==> config.mk <==
export PLATFORM = sky130hd
export DESIGN_NAME = score_counter
export DESIGN_NICKNAME = d
export VERILOG_FILES = /design/src/rtl/scoreboard_pkg.sv /design/src/rtl/key_debounce.sv /design/src/rtl/score_counter.sv
export SDC_FILE = /design/constraint.sdc
export NUM_CORES = 1
export LEC_CHECK = 0
export ABC_AREA = 1
export CORE_ASPECT_RATIO = 1.2
export CORE_UTILIZATION = 41
export DETAILED_ROUTE_END_ITERATION = 16
export PLACE_DENSITY_LB_ADDON = 0.2
export SKIP_LAST_GASP = 1
export SYNTH_ARGS = -nofsm -noshare
export SYNTH_HDL_FRONTEND = slang
export SYNTH_HIERARCHICAL = 1
export SYNTH_SLANG_ARGS = --single-unit
==> constraint.sdc <==
create_clock -name clk -period 6.83 [get_ports clk]
set_input_delay 0.683 -clock clk [delete_from_list [all_inputs] [get_ports clk]]
set_output_delay 0.683 -clock clk [all_outputs]
set_load 0.005 [all_outputs]
==> src/rtl/scoreboard_pkg.sv <==
// Shared scoreboard types and constants: FSM state encoding, BCD digit width
// and the default debounce length.
package scoreboard_pkg;

  typedef enum logic {
    PLAY = 1'b0,
    WON  = 1'b1
  } state_t;

  localparam int DIGIT_W           = 4;
  localparam int DB_CYCLES_DEFAULT = 240000;

endpackage

==> src/rtl/key_debounce.sv <==
// Synchronises and debounces one active-low push-button; emits a 1-cycle pulse on press only.
// Latency: about DB_CYCLES+2 cycles from raw edge to pulse; no backpressure, pulse is fire-and-forget.
module key_debounce
  import scoreboard_pkg::*;
#(
  parameter int DB_CYCLES = DB_CYCLES_DEFAULT
) (
  input  logic clk,
  input  logic rst_n,
  input  logic key_n,
  output logic press_pulse
);

  localparam int CNT_W = $clog2(DB_CYCLES);

  logic             sync1_q, sync1_d;
  logic             sync2_q, sync2_d;
  logic             stable_q, stable_d;
  logic             pulse_q, pulse_d;
  logic [CNT_W-1:0] cnt_q, cnt_d;

  always_comb begin
    sync1_d  = key_n;
    sync2_d  = sync1_q;
    stable_d = stable_q;
    cnt_d    = '0;
    pulse_d  = 1'b0;
    // Any cycle where the synchronised level matches the stable one restarts the count.
    if (sync2_q != stable_q) begin
      if (cnt_q == CNT_W'(DB_CYCLES - 1)) begin
        stable_d = sync2_q;
        pulse_d  = ~sync2_q;
      end else begin
        cnt_d = cnt_q + CNT_W'(1);
      end
    end
  end

  always_ff @(posedge clk or negedge rst_n) begin
    if (!rst_n) begin
      sync1_q  <= 1'b1;
      sync2_q  <= 1'b1;
      stable_q <= 1'b1;
      pulse_q  <= 1'b0;
      cnt_q    <= '0;
    end else begin
      sync1_q  <= sync1_d;
      sync2_q  <= sync2_d;
      stable_q <= stable_d;
      pulse_q  <= pulse_d;
      cnt_q    <= cnt_d;
    end
  end

  assign press_pulse = pulse_q;

endmodule

==> src/rtl/score_counter.sv <==
// Debounced add/sub/clear buttons driving a two-digit BCD score with a win latch at WIN_SCORE.
// Latency: score/win update one cycle after the press pulse (~DB_CYCLES+3 from raw edge); no backpressure.
module score_counter
  import scoreboard_pkg::*;
#(
  parameter int DB_CYCLES = DB_CYCLES_DEFAULT,
  parameter int WIN_SCORE = 21
) (
  input  logic               clk,
  input  logic               rst_n,
  input  logic               key_add_n,
  input  logic               key_sub_n,
  input  logic               key_clr_n,
  output logic [DIGIT_W-1:0] seg_data_1,
  output logic [DIGIT_W-1:0] seg_data_2,
  output logic               win
);

  localparam logic [DIGIT_W-1:0] WIN_TENS  = DIGIT_W'(WIN_SCORE / 10);
  localparam logic [DIGIT_W-1:0] WIN_UNITS = DIGIT_W'(WIN_SCORE % 10);
  localparam logic [DIGIT_W-1:0] NINE      = DIGIT_W'(9);
  localparam logic [DIGIT_W-1:0] ONE       = DIGIT_W'(1);

  // Reset asserts asynchronously but is released in step with clk.
  logic [1:0] rst_sync_q, rst_sync_d;
  logic       rst_int_n;

  always_comb rst_sync_d = {rst_sync_q[0], 1'b1};

  always_ff @(posedge clk or negedge rst_n) begin
    if (!rst_n) rst_sync_q <= 2'b00;
    else        rst_sync_q <= rst_sync_d;
  end

  assign rst_int_n = rst_sync_q[1];

  logic add_p, sub_p, clr_p;

  key_debounce #(.DB_CYCLES(DB_CYCLES)) u_db_add (
    .clk(clk), .rst_n(rst_int_n), .key_n(key_add_n), .press_pulse(add_p));
  key_debounce #(.DB_CYCLES(DB_CYCLES)) u_db_sub (
    .clk(clk), .rst_n(rst_int_n), .key_n(key_sub_n), .press_pulse(sub_p));
  key_debounce #(.DB_CYCLES(DB_CYCLES)) u_db_clr (
    .clk(clk), .rst_n(rst_int_n), .key_n(key_clr_n), .press_pulse(clr_p));

  state_t             state_q, state_d;
  logic [DIGIT_W-1:0] tens_q, tens_d, units_q, units_d;
  logic               win_q, win_d;
  logic [DIGIT_W-1:0] inc_tens, inc_units, dec_tens, dec_units;
  logic               at_zero;

  always_comb begin
    state_d   = state_q;
    tens_d    = tens_q;
    units_d   = units_q;
    inc_tens  = tens_q;
    inc_units = units_q + ONE;
    dec_tens  = tens_q;
    dec_units = units_q - ONE;
    at_zero   = (tens_q == '0) && (units_q == '0);

    if (units_q == NINE) begin
      inc_units = '0;
      inc_tens  = tens_q + ONE;
    end
    if (units_q == '0) begin
      dec_units = NINE;
      dec_tens  = tens_q - ONE;
    end

    if (clr_p) begin
      tens_d  = '0;
      units_d = '0;
      state_d = PLAY;
    end else if (state_q == PLAY) begin
      if (add_p && !sub_p) begin
        tens_d  = inc_tens;
        units_d = inc_units;
        if (inc_tens == WIN_TENS && inc_units == WIN_UNITS) state_d = WON;
      end else if (sub_p && !add_p && !at_zero) begin
        tens_d  = dec_tens;
        units_d = dec_units;
      end
    end

    win_d = (state_d == WON);
  end

  always_ff @(posedge clk or negedge rst_int_n) begin
    if (!rst_int_n) begin
      state_q <= PLAY;
      tens_q  <= '0;
      units_q <= '0;
      win_q   <= 1'b0;
    end else begin
      state_q <= state_d;
      tens_q  <= tens_d;
      units_q <= units_d;
      win_q   <= win_d;
    end
  end

  assign seg_data_1 = tens_q;
  assign seg_data_2 = units_q;
  assign win        = win_q;

endmodule

Word-level counts from Yosys, hierarchy flattened
Cells that the tools add are included.

Output and inout port bits: 9. Bits of input ports: 5. Register bits: 77. Word-level logic and storage cells: 84.

Add/sub/neg operators: 7. Bitwise operators: 3. Muxes and demuxes: 28. Equality and inequality tests: 10. Reductions and logical operators: 17.

Operators by type and width (count): 18-bit two-way mux (6); 18-bit by 1-bit adder with 18-bit output, second input constant (3); 18-bit equality test, second input constant (3); 4-bit two-way mux (12); 1-bit two-way mux (10); 4-bit by 1-bit adder with 4-bit output, second input constant (2); 4-bit logical NOT (2); 2-bit AND reduction (4); 4-bit by 1-bit subtractor with 4-bit output, second input constant (2); 3-bit nonzero test (2); 1-bit logical AND (5); 4-bit by 1-bit equality test with 1-bit output, second input constant (1); 4-bit by 2-bit equality test with 1-bit output, second input constant (1); 4-bit equality test, second input constant (1); 1-bit logical NOT (3); 1-bit inequality test (3); 1-bit NOT (3); 3-bit AND reduction (1); 2-bit by 1-bit inequality test with 1-bit output, second input constant (1).

Longest topological paths before layout
Depth after elaboration: 8. Mapped depth: 11. Gate-level depth less buffers: 11.

By module
The synthesis kept the hierarchy.

Modules (own cells, without submodules): key_debounce (u_db_add ...) (cells an instance 150, times used 2, sequential area each 554.3 um^2, area each 1224.9 um^2); key_debounce (u_db_clr) (cells an instance 155, times used 1, sequential area each 554.3 um^2, area each 1251.2 um^2); score_counter (cells an instance 135, times used 1, sequential area each 275.3 um^2, area each 919.6 um^2).

Worst setup path after synthesis
Ideal clock, no wire load.

Path type: register to register. From: reg units_q[1] (netlist: seg_data_2[1]). To: reg win_q (netlist: win). Arrival time: 1.392 ns. Setup time: 0.069 ns. Clock period less this slack: 1.461 ns. Buffers on the path: 0. Required time: 6.761 ns. Slack: 5.369 ns. Stages on the path, launching flop included: 11. Cells stage by stage: dfrtp_1 -> inv_1 -> ha_1 -> nand2_1 -> nor2_4 -> nand2_1 -> o21ai_0 -> nand2_1 -> nor3_1 -> nand2_1 -> nand2_1.

Word-level cells in the longest chain between the ends: 8. Elaborated cells between the ends (all ways): 11. Classes of those cells: add/sub (1); eq/ne (3); mux (6); reduce/logical (1).

Ends and longest elaborated chain: from (decl) (RTL line score_counter.sv:47) `logic [DIGIT_W-1:0] tens_q, tens_d, units_q, units_d;`; from (signal assigned) (RTL line score_counter.sv:98) `units_q <= units_d;`; 4-bit by 1-bit adder with 4-bit output / 4-bit equality test (equally long branches) (RTL line score_counter.sv:57, score_counter.sv:62); 4-bit two-way mux (RTL line score_counter.sv:62) `if (units_q == NINE) begin`; 4-bit by 1-bit equality test with 1-bit output / 4-bit by 2-bit equality test with 1-bit output (equally long branches) (RTL line score_counter.sv:79) `if (inc_tens == WIN_TENS && inc_units == WIN_UNITS) state_d = WON;`; 1-bit logical AND * (RTL line score_counter.sv:79); 1-bit two-way mux * (RTL line score_counter.sv:79); 1-bit two-way mux * (RTL line score_counter.sv:76) `if (add_p && !sub_p) begin`; 1-bit two-way mux * (RTL line score_counter.sv:75) `end else if (state_q == PLAY) begin`; 1-bit two-way mux * (RTL line score_counter.sv:71) `if (clr_p) begin`; via state_d (RTL line score_counter.sv:46) `state_t state_q, state_d;`; to (signal assigned) (RTL line score_counter.sv:99) `win_q <= win_d;`; to (decl) (RTL line score_counter.sv:48) `logic win_q, win_d;`.

The timed path passes the listed nets; every way through them passes the cells marked *. A chain may end at the register's enable or synchronous reset.

Worst setup path in the final report
From: reg units_q[2] (netlist: seg_data_2[2]). To: out seg_data_2[2].

RTL lines: to (decl) (RTL line score_counter.sv:15) `output logic [DIGIT_W-1:0] seg_data_2,`.

No word-level cell between the ends.

==> results_dict.tcl <==
set metrics [dict create \
    crit_buf_inv 1 \
    clk_path_buf_depth 2 \
    synth_area_leaders "dfrtp_1 (37%), nand2_1 (11%), nor2_1 (7.4%), inv_1 (5.6%), dfstp_2 (5.1%)" \
    via_per_inst 4.868 \
    h-tree-depth 3 \
    fin_crit_ns 2.113 \
    timing.critical_path.fanout_max 8 \
    fmax_ghz 0.4733 \
    cellPowerDensity_nw_per_um2 205.0 \
    synth_top_area_share_pct 36.83 \
    drt-initial-drc-count 101 \
    maxCapViolCount 0 \
    layout-drive-gt1-share_pct 15.07 \
    clk_latency_ns 0.34 \
    synth-main-ff-cell "dfrtp_1" \
    wl_um 8823 \
    n_antenna_cell 0 \
    cts_hold_buf 0 \
    fin_hold_ws_ns 0.3535 \
    dieWidth_um 98.91 \
    postCtsSetupRepairBufs 0 \
    skew_ns 0.004115 \
    place_congestion 0.8765 \
    synth_fp_nets 606 \
    rows 42 \
    antenna_found_initial 0 \
    synth_warnings 6 \
    cts.clk_slew.worst_paths_ns 0.06 \
    crit_arrival_ns 1.43 \
    hold-path-cell-count 0 \
    route.detailed.drc 0 \
    synthCells 590 \
    fin_crit_sh_pct 30.93 \
    critPathSlowestCell "clkdlybuf4s50_1" \
    root_buffer "clkbuf_16" \
    dp_hpwl_um 6433 \
    vdd_drop_max_mv 0.1318 \
    tightest_slew_ns 0.9374 \
    crit_family "buffers and inverters" \
    critPathMaxStageDelay_ns 0.56 \
    synth-async-reset-ratio_pct 100.0 \
    crit_cells 1 \
    crit_required_ns 6.15 \
    start_kind "flip-flop" \
    numPortBuffers 13 \
    grt_pass1_vias 3680 \
    fin_setup_tns_ns 0 \
    routed-via-count 3646 \
    grt_max_degree 76 \
    maxSlewHeadroom_pct 37.51 \
    hold_path_class "reg2reg" \
    die_y_um 118.3 \
    synth_area_um2 4621 \
    cts-buffers-inserted 9 \
    postRouteAntennaNets 0 \
    final_nets 628 \
    hold_viol 0 \
    synth_edf_count 0 \
    initial_core_util_pct 42.07 \
    status "complete, no violations" \
    grt_util_all_layers_pct 16.99 \
    power_leakage_nw 2.447 \
    area_growth_pct 14.11 \
    dr.pass1.iters 4 \
    cp-end-kind "output port" \
    coreArea_um2 10980 \
    yosysSeqAreaShare_pct 41.94 \
    grt_overflow 0 \
    setup_violations 0 \
    cts_sinks 77 \
    grt_pass1_wl_um 15790 \
    detail_route.wl_per_cell_um 11.78 \
    postSynthAreaPerCell_um2 7.832 \
    synth.distinct_cells 33 \
    path_cells "clkdlybuf4s50_1" \
    slew_viol_final 0 \
    die_area_um2 11700 \
    ys_seq_elements 77 \
    synth_top_cell_by_area "dfrtp_1" \
    path_class "reg2out" \
    ios 14 \
    fin_util_pct 48.01 \
    reg2reg_depth 10 \
    cts_tree "built" \
    cts_resized 0 \
    rsz0062_at_grt "no" \
]
==> final timing paths <==
check                                   start                end  slack (ns)
worst min-delay path            rst_sync_q[0]      rst_sync_q[1]        0.35
worst max-delay path            seg_data_2[2]      seg_data_2[2]        4.72
worst max register to register  seg_data_2[1]                win        5.14
worst min register to register  rst_sync_q[0]      rst_sync_q[1]        0.35
max in group asynchronous       rst_sync_q[1]  u_db_sub/cnt_q[7]        5.75
min in group asynchronous       rst_sync_q[1]  u_db_sub/cnt_q[2]        0.47
==> metal layers <==
metal  track usage, %  part of all wire [%]  vias to the layer above
li1                 -                     -                     1906
met2            28.80                    50                       37
met5                0                     0                        -
met4            6.903                   2.1                        0
met1            20.40                    46                     1689
met3            4.376                   2.3                       14
==> cell usage after synthesis, drive strengths merged (9+ instances only) <==
| cell | instances |
|---|---|
| nand4 | 10 |
| nor2 | 117 |
| dfstp | 9 |
| o21ai | 18 |
| ha | 11 |
| nor3 | 12 |
| a21oi | 11 |
| nand2 | 153 |
| xnor2 | 9 |
| xor2 | 18 |
| dfrtp | 68 |
| inv | 81 |
| nand3 | 52 |
==> cells in the final DEF, fill, tap and decap left out, drive strengths merged, types with 12 or more instances in the layout <==
cell           instances
clkdlybuf4s50         13
dfrtp                 68
inv                   82
nand2                153
nand3                 52
nor2                 117
nor3                  12
o21ai                 18
xor2                  18
==> final cells by class <==
type	instances	area (um^2)
Inverter	82	309.0
Sequential cell	77	1942
Fill cell	1080	5710
Tap cell	132	165.2
Clock inverter	6	133.9
Timing Repair Buffer	13	130.1
Multi-Input combinational cell	429	2364
Clock buffer	10	229.0
==> flip-flops by register name, indices dropped and copies added, names as in the netlist, 2 cells and up <==
signal / flops
rst_sync_q: 2
seg_data_2: 4
u_db_clr/cnt_q: 18
u_db_sub/cnt_q: 18
seg_data_1: 4
u_db_add/cnt_q: 18
==> report_power, final <==
group / leakage (nW) / switching [mW] / total, mW / internal [mW]
Sequential: 1.03 / 0.0128 / 0.477 / 0.465
Clock: 0.177 / 0.188 / 0.582 / 0.395
Combinational: 1.24 / 0.0131 / 0.0211 / 0.00807
Total: 2.45 / 0.213 / 1.08 / 0.867
==> cells by family after synthesis <==
family | count (synthesis) | synth area share [%]
simple gates | 354 | 38.10
buf+inv | 84 | 6.905
other cells | 1 | 0.08116
compound gates | 36 | 4.387
xor+xnor | 27 | 5.605
fa+ha+maj | 11 | 2.979
flops | 77 | 41.94
==> through the flow <==
stage	std cells	power, mW	setup slack (ns)	area, um^2
2_1_floorplan	590	0.4972	4.543	4621
5_1_grt	749	1.122	4.662	5273
3_3_place_gp	733	0.5070	5.111	4910
4_1_cts	749	1.100	4.705	5273
6_report	749	1.081	4.717	5273
3_5_place_dp	733	0.5081	5.079	4910
Power figures use the tool's default switching activity.
